### src/rtl/vid_pkg.sv
// Video timing constants shared by the generator and capture paths, plus capture FSM encoding.
// Pure declarations: no latency, no flow control.
package vid_pkg;

  localparam logic [9:0] MAX_H     = 10'd1014;
  localparam logic [8:0] MAX_V     = 9'd261;
  localparam logic [9:0] HS_WID    = 10'd75;
  localparam logic [9:0] VS_WID    = 10'd942;
  localparam logic [8:0] VS_LIN    = 9'd248;
  localparam logic [8:0] BK_TOP    = 9'd16;
  localparam logic [8:0] BK_BOT    = 9'd240;
  localparam logic [9:0] ASTART    = 10'd185;
  // Generator holds a pixel for 3 clocks from ASTART; sample in the middle clock.
  localparam logic [9:0] PIX_START = ASTART + 10'd1;

  typedef enum logic [1:0] {
    HUNT   = 2'd0,
    BLANK  = 2'd1,
    ACTIVE = 2'd2
  } state_t;

  function automatic logic [9:0] sat10(input logic [9:0] v);
    return (v == 10'h3FF) ? v : v + 10'd1;
  endfunction

endpackage

### src/rtl/sync_sep.sv
// Synchronises luma/sync and classifies each sync-low pulse as H sync, V sync or glitch.
// Events are valid 2 clocks after the raw sync rising edge; no backpressure (free-running).
module sync_sep #(
  parameter logic [9:0] HS_MIN = 10'd40,
  parameter logic [9:0] HS_MAX = 10'd120,
  parameter logic [9:0] VS_MIN = 10'd800
) (
  input  logic i_clk,
  input  logic i_rst_n,
  input  logic i_luma,
  input  logic i_sync,
  output logic o_luma,
  output logic o_fall,
  output logic o_hs_ev,
  output logic o_vs_ev
);
  import vid_pkg::*;

  logic       r_sync_m, r_sync_s, r_sync_d;
  logic       r_luma_m, r_luma_s;
  logic [9:0] r_cnt;
  logic       w_fall, w_rise;

  assign w_fall = r_sync_d & ~r_sync_s;
  assign w_rise = ~r_sync_d & r_sync_s;

  always_ff @(posedge i_clk or negedge i_rst_n) begin
    if (!i_rst_n) begin
      r_sync_m <= 1'b0;
      r_sync_s <= 1'b0;
      r_sync_d <= 1'b0;
      r_luma_m <= 1'b0;
      r_luma_s <= 1'b0;
      r_cnt    <= 10'd0;
    end else begin
      r_sync_m <= i_sync;
      r_sync_s <= r_sync_m;
      r_sync_d <= r_sync_s;
      r_luma_m <= i_luma;
      r_luma_s <= r_luma_m;
      // The falling-edge clock is itself the first low clock of the pulse.
      if (w_fall)
        r_cnt <= 10'd1;
      else if (!r_sync_s)
        r_cnt <= sat10(r_cnt);
    end
  end

  assign o_luma  = r_luma_s;
  assign o_fall  = w_fall;
  assign o_hs_ev = w_rise && (r_cnt >= HS_MIN) && (r_cnt <= HS_MAX);
  assign o_vs_ev = w_rise && (r_cnt >= VS_MIN);

endmodule

### src/rtl/video_capture.sv
// Recovers line/frame timing from composite sync and writes 256x224 1-bit pixels as bytes to RAM.
// wr_en 1 clock after each 8th sample; no backpressure: the RAM port must accept every strobe.
module video_capture #(
  parameter logic [9:0] HS_MIN    = 10'd40,
  parameter logic [9:0] HS_MAX    = 10'd120,
  parameter logic [9:0] VS_MIN    = 10'd800,
  parameter logic [8:0] VS_LIN    = vid_pkg::VS_LIN,
  parameter logic [8:0] MAX_V     = vid_pkg::MAX_V,
  parameter logic [8:0] BK_TOP    = vid_pkg::BK_TOP,
  parameter logic [8:0] BK_BOT    = vid_pkg::BK_BOT,
  parameter logic [9:0] PIX_START = vid_pkg::PIX_START
) (
  input  logic        clk,
  input  logic        reset_n,
  input  logic        enable,
  input  logic        luma,
  input  logic        sync,
  output logic        wr_en,
  output logic [12:0] wr_addr,
  output logic [7:0]  wr_data,
  output logic        locked,
  output logic        frame_done
);
  import vid_pkg::*;

  localparam logic [12:0] LAST_ADDR = {8'(BK_BOT - BK_TOP - 9'd1), 5'h1F};

  state_t      r_state, w_state_nxt;
  logic        w_luma, w_fall, w_hs_ev, w_vs_ev, w_ev, w_lost;
  logic        w_cap, w_pix_on, w_samp;
  logic [7:0]  w_row;
  logic [9:0]  r_tpos, r_hpos;
  logic [8:0]  r_vline, r_pix;
  logic [1:0]  r_ph;
  logic [6:0]  r_shift;
  logic        r_wrapped, r_miss;
  logic        r_wr_en, r_frame_done;
  logic [12:0] r_wr_addr;
  logic [7:0]  r_wr_data;

  sync_sep #(
    .HS_MIN(HS_MIN),
    .HS_MAX(HS_MAX),
    .VS_MIN(VS_MIN)
  ) u_sync_sep (
    .i_clk  (clk),
    .i_rst_n(reset_n),
    .i_luma (luma),
    .i_sync (sync),
    .o_luma (w_luma),
    .o_fall (w_fall),
    .o_hs_ev(w_hs_ev),
    .o_vs_ev(w_vs_ev)
  );

  assign w_ev     = w_hs_ev | w_vs_ev;
  assign w_lost   = w_hs_ev & r_miss;
  assign w_row    = 8'(r_vline - BK_TOP);
  assign w_cap    = (r_state == ACTIVE) && (r_vline >= BK_TOP) && (r_vline < BK_BOT);
  assign w_pix_on = (r_hpos >= PIX_START) && (r_hpos != 10'h3FF) && !r_pix[8];
  assign w_samp   = w_cap && w_pix_on && (r_ph == 2'd0);

  // r_tpos times every falling edge; r_hpos adopts it only once the pulse proves to be a real sync,
  // so a mid-line glitch leaves pixel timing untouched.
  always_ff @(posedge clk or negedge reset_n) begin
    if (!reset_n) begin
      r_tpos    <= 10'd0;
      r_hpos    <= 10'd0;
      r_vline   <= 9'd0;
      r_wrapped <= 1'b0;
      r_miss    <= 1'b0;
    end else begin
      r_tpos <= w_fall ? 10'd1 : sat10(r_tpos);
      r_hpos <= w_ev ? sat10(r_tpos) : sat10(r_hpos);
      if (w_vs_ev) begin
        r_vline   <= VS_LIN;
        r_wrapped <= 1'b0;
        r_miss    <= 1'b0;
      end else if (w_hs_ev) begin
        if (r_vline == MAX_V) begin
          r_vline   <= 9'd0;
          r_wrapped <= 1'b1;
          r_miss    <= r_wrapped;
        end else begin
          r_vline <= r_vline + 9'd1;
          r_miss  <= 1'b0;
        end
      end
    end
  end

  always_ff @(posedge clk or negedge reset_n) begin
    if (!reset_n) begin
      r_pix        <= 9'd0;
      r_ph         <= 2'd0;
      r_shift      <= 7'd0;
      r_wr_en      <= 1'b0;
      r_wr_addr    <= 13'd0;
      r_wr_data    <= 8'd0;
      r_frame_done <= 1'b0;
    end else begin
      r_wr_en      <= 1'b0;
      r_frame_done <= r_wr_en && (r_wr_addr == LAST_ADDR);
      if (w_ev) begin
        r_pix <= 9'd0;
        r_ph  <= 2'd0;
      end else if (w_pix_on) begin
        r_ph <= (r_ph == 2'd2) ? 2'd0 : r_ph + 2'd1;
        if (r_ph == 2'd0)
          r_pix <= r_pix + 9'd1;
      end
      if (w_samp) begin
        r_shift <= {r_shift[5:0], w_luma};
        if (&r_pix[2:0]) begin
          r_wr_en   <= 1'b1;
          r_wr_data <= {r_shift, w_luma};
          r_wr_addr <= {w_row, r_pix[7:3]};
        end
      end
    end
  end

  always_ff @(posedge clk or negedge reset_n) begin
    if (!reset_n)
      r_state <= HUNT;
    else
      r_state <= w_state_nxt;
  end

  always_comb begin
    w_state_nxt = r_state;
    locked      = (r_state != HUNT);
    unique case (r_state)
      HUNT:   if (w_vs_ev) w_state_nxt = BLANK;
      BLANK: begin
        if (w_lost)
          w_state_nxt = HUNT;
        else if (w_hs_ev && (r_vline == BK_TOP - 9'd1) && enable)
          w_state_nxt = ACTIVE;
      end
      ACTIVE: begin
        if (w_lost)
          w_state_nxt = HUNT;
        else if (w_vs_ev || (w_hs_ev && (r_vline == BK_BOT - 9'd1)))
          w_state_nxt = BLANK;
      end
      default: w_state_nxt = HUNT;
    endcase
  end

  assign wr_en      = r_wr_en;
  assign wr_addr    = r_wr_addr;
  assign wr_data    = r_wr_data;
  assign frame_done = r_frame_done;

endmodule

### config.mk
export PLATFORM = sky130hd
export DESIGN_NAME = video_capture
export DESIGN_NICKNAME = d
export VERILOG_FILES = /design/src/rtl/vid_pkg.sv /design/src/rtl/sync_sep.sv /design/src/rtl/video_capture.sv
export SDC_FILE = /design/constraint.sdc
export NUM_CORES = 1
export LEC_CHECK = 0
export BUFFER_PORTS_ARGS = -buffer_cell sky130_fd_sc_hd__buf_2
export CORE_UTILIZATION = 55
export DETAILED_ROUTE_END_ITERATION = 10
export PLACE_DENSITY_LB_ADDON = 0.05
export SYNTH_ARGS = -nofsm -noshare
export SYNTH_HDL_FRONTEND = slang
export SYNTH_SLANG_ARGS = --single-unit
### constraint.sdc
create_clock -name clk -period 2.1 [get_ports clk]
set_input_delay 0.315 -clock clk [delete_from_list [all_inputs] [get_ports clk]]
set_output_delay 0.315 -clock clk [all_outputs]
set_load 0.02 [all_outputs]
==> qor.txt <==
worst vdd rail ir drop - 0.000456 V
crit path time final - 2.16 ns
GRT Total Usage - 0.237
Mean Syn Cell Area - 10.8 sq um
Async SR Flop Fraction - 1.00
post-route ant nets - 0
min-delay src - luma
routability cong. - 0.841
Slew Limit Headroom - 0.503
grt ovf - 0
Syn Inst Count - 439
Area contributors post-synth - dfrtp_1 47%, mux2_4 6.0%, mux2i_1 4.6%
largest net degree at the start of global routing - 43
Final setup viols - 20
vias in the first global route - 3,478
Max FO, Critical Path - 11
Final Skew - 0.0104 ns
DR vias - 3,674
Starting Density - 0.574
dpl cell area - 5380 sq um
register area - 2230 sq um
DR pass1 iterations - 4
most numerous cell in the Yosys netlist - dfrtp_1
fin crit share - 1.03
critical path startpoint category - flop
FMAX - 462 MHz
multi-input logic area - 2440 sq um
total CTS buffers - 9
Arr. time, crit path - 2.41 ns
yosys warns - 0
FILL cells - 627
Post-synth top flop - dfrtp_1
# port buffers - 28
number of vias per cell - 5.92
Hold Fails Final Rpt - 0
post-synthesis sequential area ratio - 0.470
final count of pins violating max slew - 0
clk_lat worst skew - 0.36 ns
Synth area leader - dfrtp_1
leakage dissipation - 2.76 nW
core area - 8260 sq um
status - finished, violations left
Die X - 94.8 microns
Longest Clk Path Bufs - 2
Syn-to-layout area delta - 20.3%
Final WS setup - -0.0643 ns
worst slew pin tran - 0.739 ns
Commonest cells post-synth - 89 x dfrtp_1, 24 x nand2_1, 22 x mux2i_1
TritonCTS clock tree - done
Synth Cell Area - 4740 sq um
Starting DRT DRC Count - 187
# IOs - 29
post-synth cell types - 59
MaxCap Viol Count - 0
htree depth - 3
kind of critical path - reg -> reg
pwr dens - 561 nW/um^2
row count - 33
Synthesized Nets - 459
crit path from - r_hpos[0]
Yosys top cell area share - 0.470
CP endpoint kind - flop
post-layout instance area - 5700 sq um
failing checks - negative setup slack
number of synthesized register bits - 89
Worst-path clk slew - 0.09 ns
share of layout cells above drive strength 1 - 0.277
DRC errors left - 0
WL final - 10.0 mm
placed cells - 602
n_diodes - 0
HP Class - in -> reg
die area - 8990 sq um
final hold slack - 0.0559 ns
Root Buffer - clkbuf_8
worst path required time - 2.35 ns
DPL Wire Length - 7.06 mm
drt wl/cell - 16.1 microns
first-pass GRT wire length - 16.5 mm
Cell Count, Final, Fillers Out - 621
RR Startpoint - r_hpos[0]
nets - 531
initial antenna violation count - 0
Die H - 94.8 microns
RSZ-0062 raised after global routing - true
clock sinks - 89
Post-synth EDFFs - 0
[registers in the layout (all words and copies together), names as in the netlist, 2 cells and up]
name,count
r_ph,2
r_hpos,10
wr_addr,13
r_pix,9
r_state,2
r_shift,7
wr_data,8
u_sync_sep.r_cnt,10
r_tpos,10
r_vline,9
[where the power goes]
group | total, W | switching [W] | internal, W
Sequential | 0.00182 | 0.0000546 | 0.00176
Clock | 0.00120 | 0.000613 | 0.000584
Combinational | 0.000184 | 0.000116 | 0.0000680
Total | 0.00320 | 0.000784 | 0.00241
[worst paths after layout]
check / slack (ns) / cells after the start / endpoint
setup / recovery: -0.06 / 7 / wr_addr[6]
hold / removal: 0.06 / 1 / u_sync_sep.r_luma_m
setup reg to reg: -0.06 / 7 / wr_addr[6]
hold reg to reg: 0.35 / 0 / u_sync_sep.r_sync_s
max in group asynchronous: 0.96 / 3 / r_hpos[2]
min in group asynchronous: 0.47 / 2 / wr_addr[11]
[metal layers]
| metal | part of all wire | global-route usage | routed length, microns | vias to the layer above |
|---|---|---|---|---|
| met5 | 0 | 0 | 0 | - |
| met4 | 0.012 | 0.0682 | 118 | 0 |
| met3 | 0.031 | 0.0451 | 311 | 8 |
| met2 | 0.48 | 0.390 | 4800 | 65 |
| met1 | 0.48 | 0.319 | 4770 | 1790 |
| li1 | - | - | - | 1811 |
[cells in the final DEF (no fill, tap or decap), drive strengths merged, types with 9 or more instances in the layout]
cell     n
mux2    27
nor2    18
nor4    10
o21ai   17
buf     81
nand2   25
dfrtp   89
ha      15
nor3    14
inv     18
nand4   19
mux2i   22
or4      9
a21oi   15
clkbuf  10
nand3   16
o31ai   17
[stage by stage]
stage | TNS (ns) | utilization | total power (W) | worst slack [ns]
floorplan | -0.647 | - | 0.00195 | -0.0368
global placement | 0 | 0.652 | 0.00203 | 0.0181
detailed placement | -0.821 | 0.652 | 0.00204 | -0.0430
CTS | -1.18 | 0.687 | 0.00323 | -0.0698
global route | -3.78 | 0.690 | 0.00334 | -0.156
finish | -1.03 | 0.690 | 0.00320 | -0.0643
[final cells by class]
cell class / instances / area share
timing repair buffer: 82 / 0.111
tap: 105 / 0.0231
multi-input combinational: 312 / 0.428
clock buffer: 10 / 0.0242
clock inverter: 6 / 0.0114
sequential: 89 / 0.391
inverter: 17 / 0.0112
[critical path, stage by stage, from the launching register on]
cell	delay, ns
dfrtp_1	0.40
inv_2	0.06
ha_1	0.14
nor3_1	0.06
o311a_1	0.32
or4_4	0.60
buf_12	0.19
mux2_4	0.29
[logic make-up after synthesis]
group / count (synthesis) / share of synthesized area
multiplexers: 49 / 0.126
adder cells (fa/ha/maj): 15 / 0.0396
flip-flops: 89 / 0.470
buffers and inverters: 38 / 0.0341
AND/OR/NAND/NOR: 148 / 0.180
XOR/XNOR: 6 / 0.0111
AO/OA/AOI/OAI: 94 / 0.140
[timing repair]
item	CTS	global route
setup endpoints to repair	28	34
endpoints found under the hold margin	40	0
hold buffers	1	0
pin swaps	1	2
buffers inserted	2	0
gates resized for setup	9	5
gates cloned	1	0
Power figures use the tool's default switching activity.
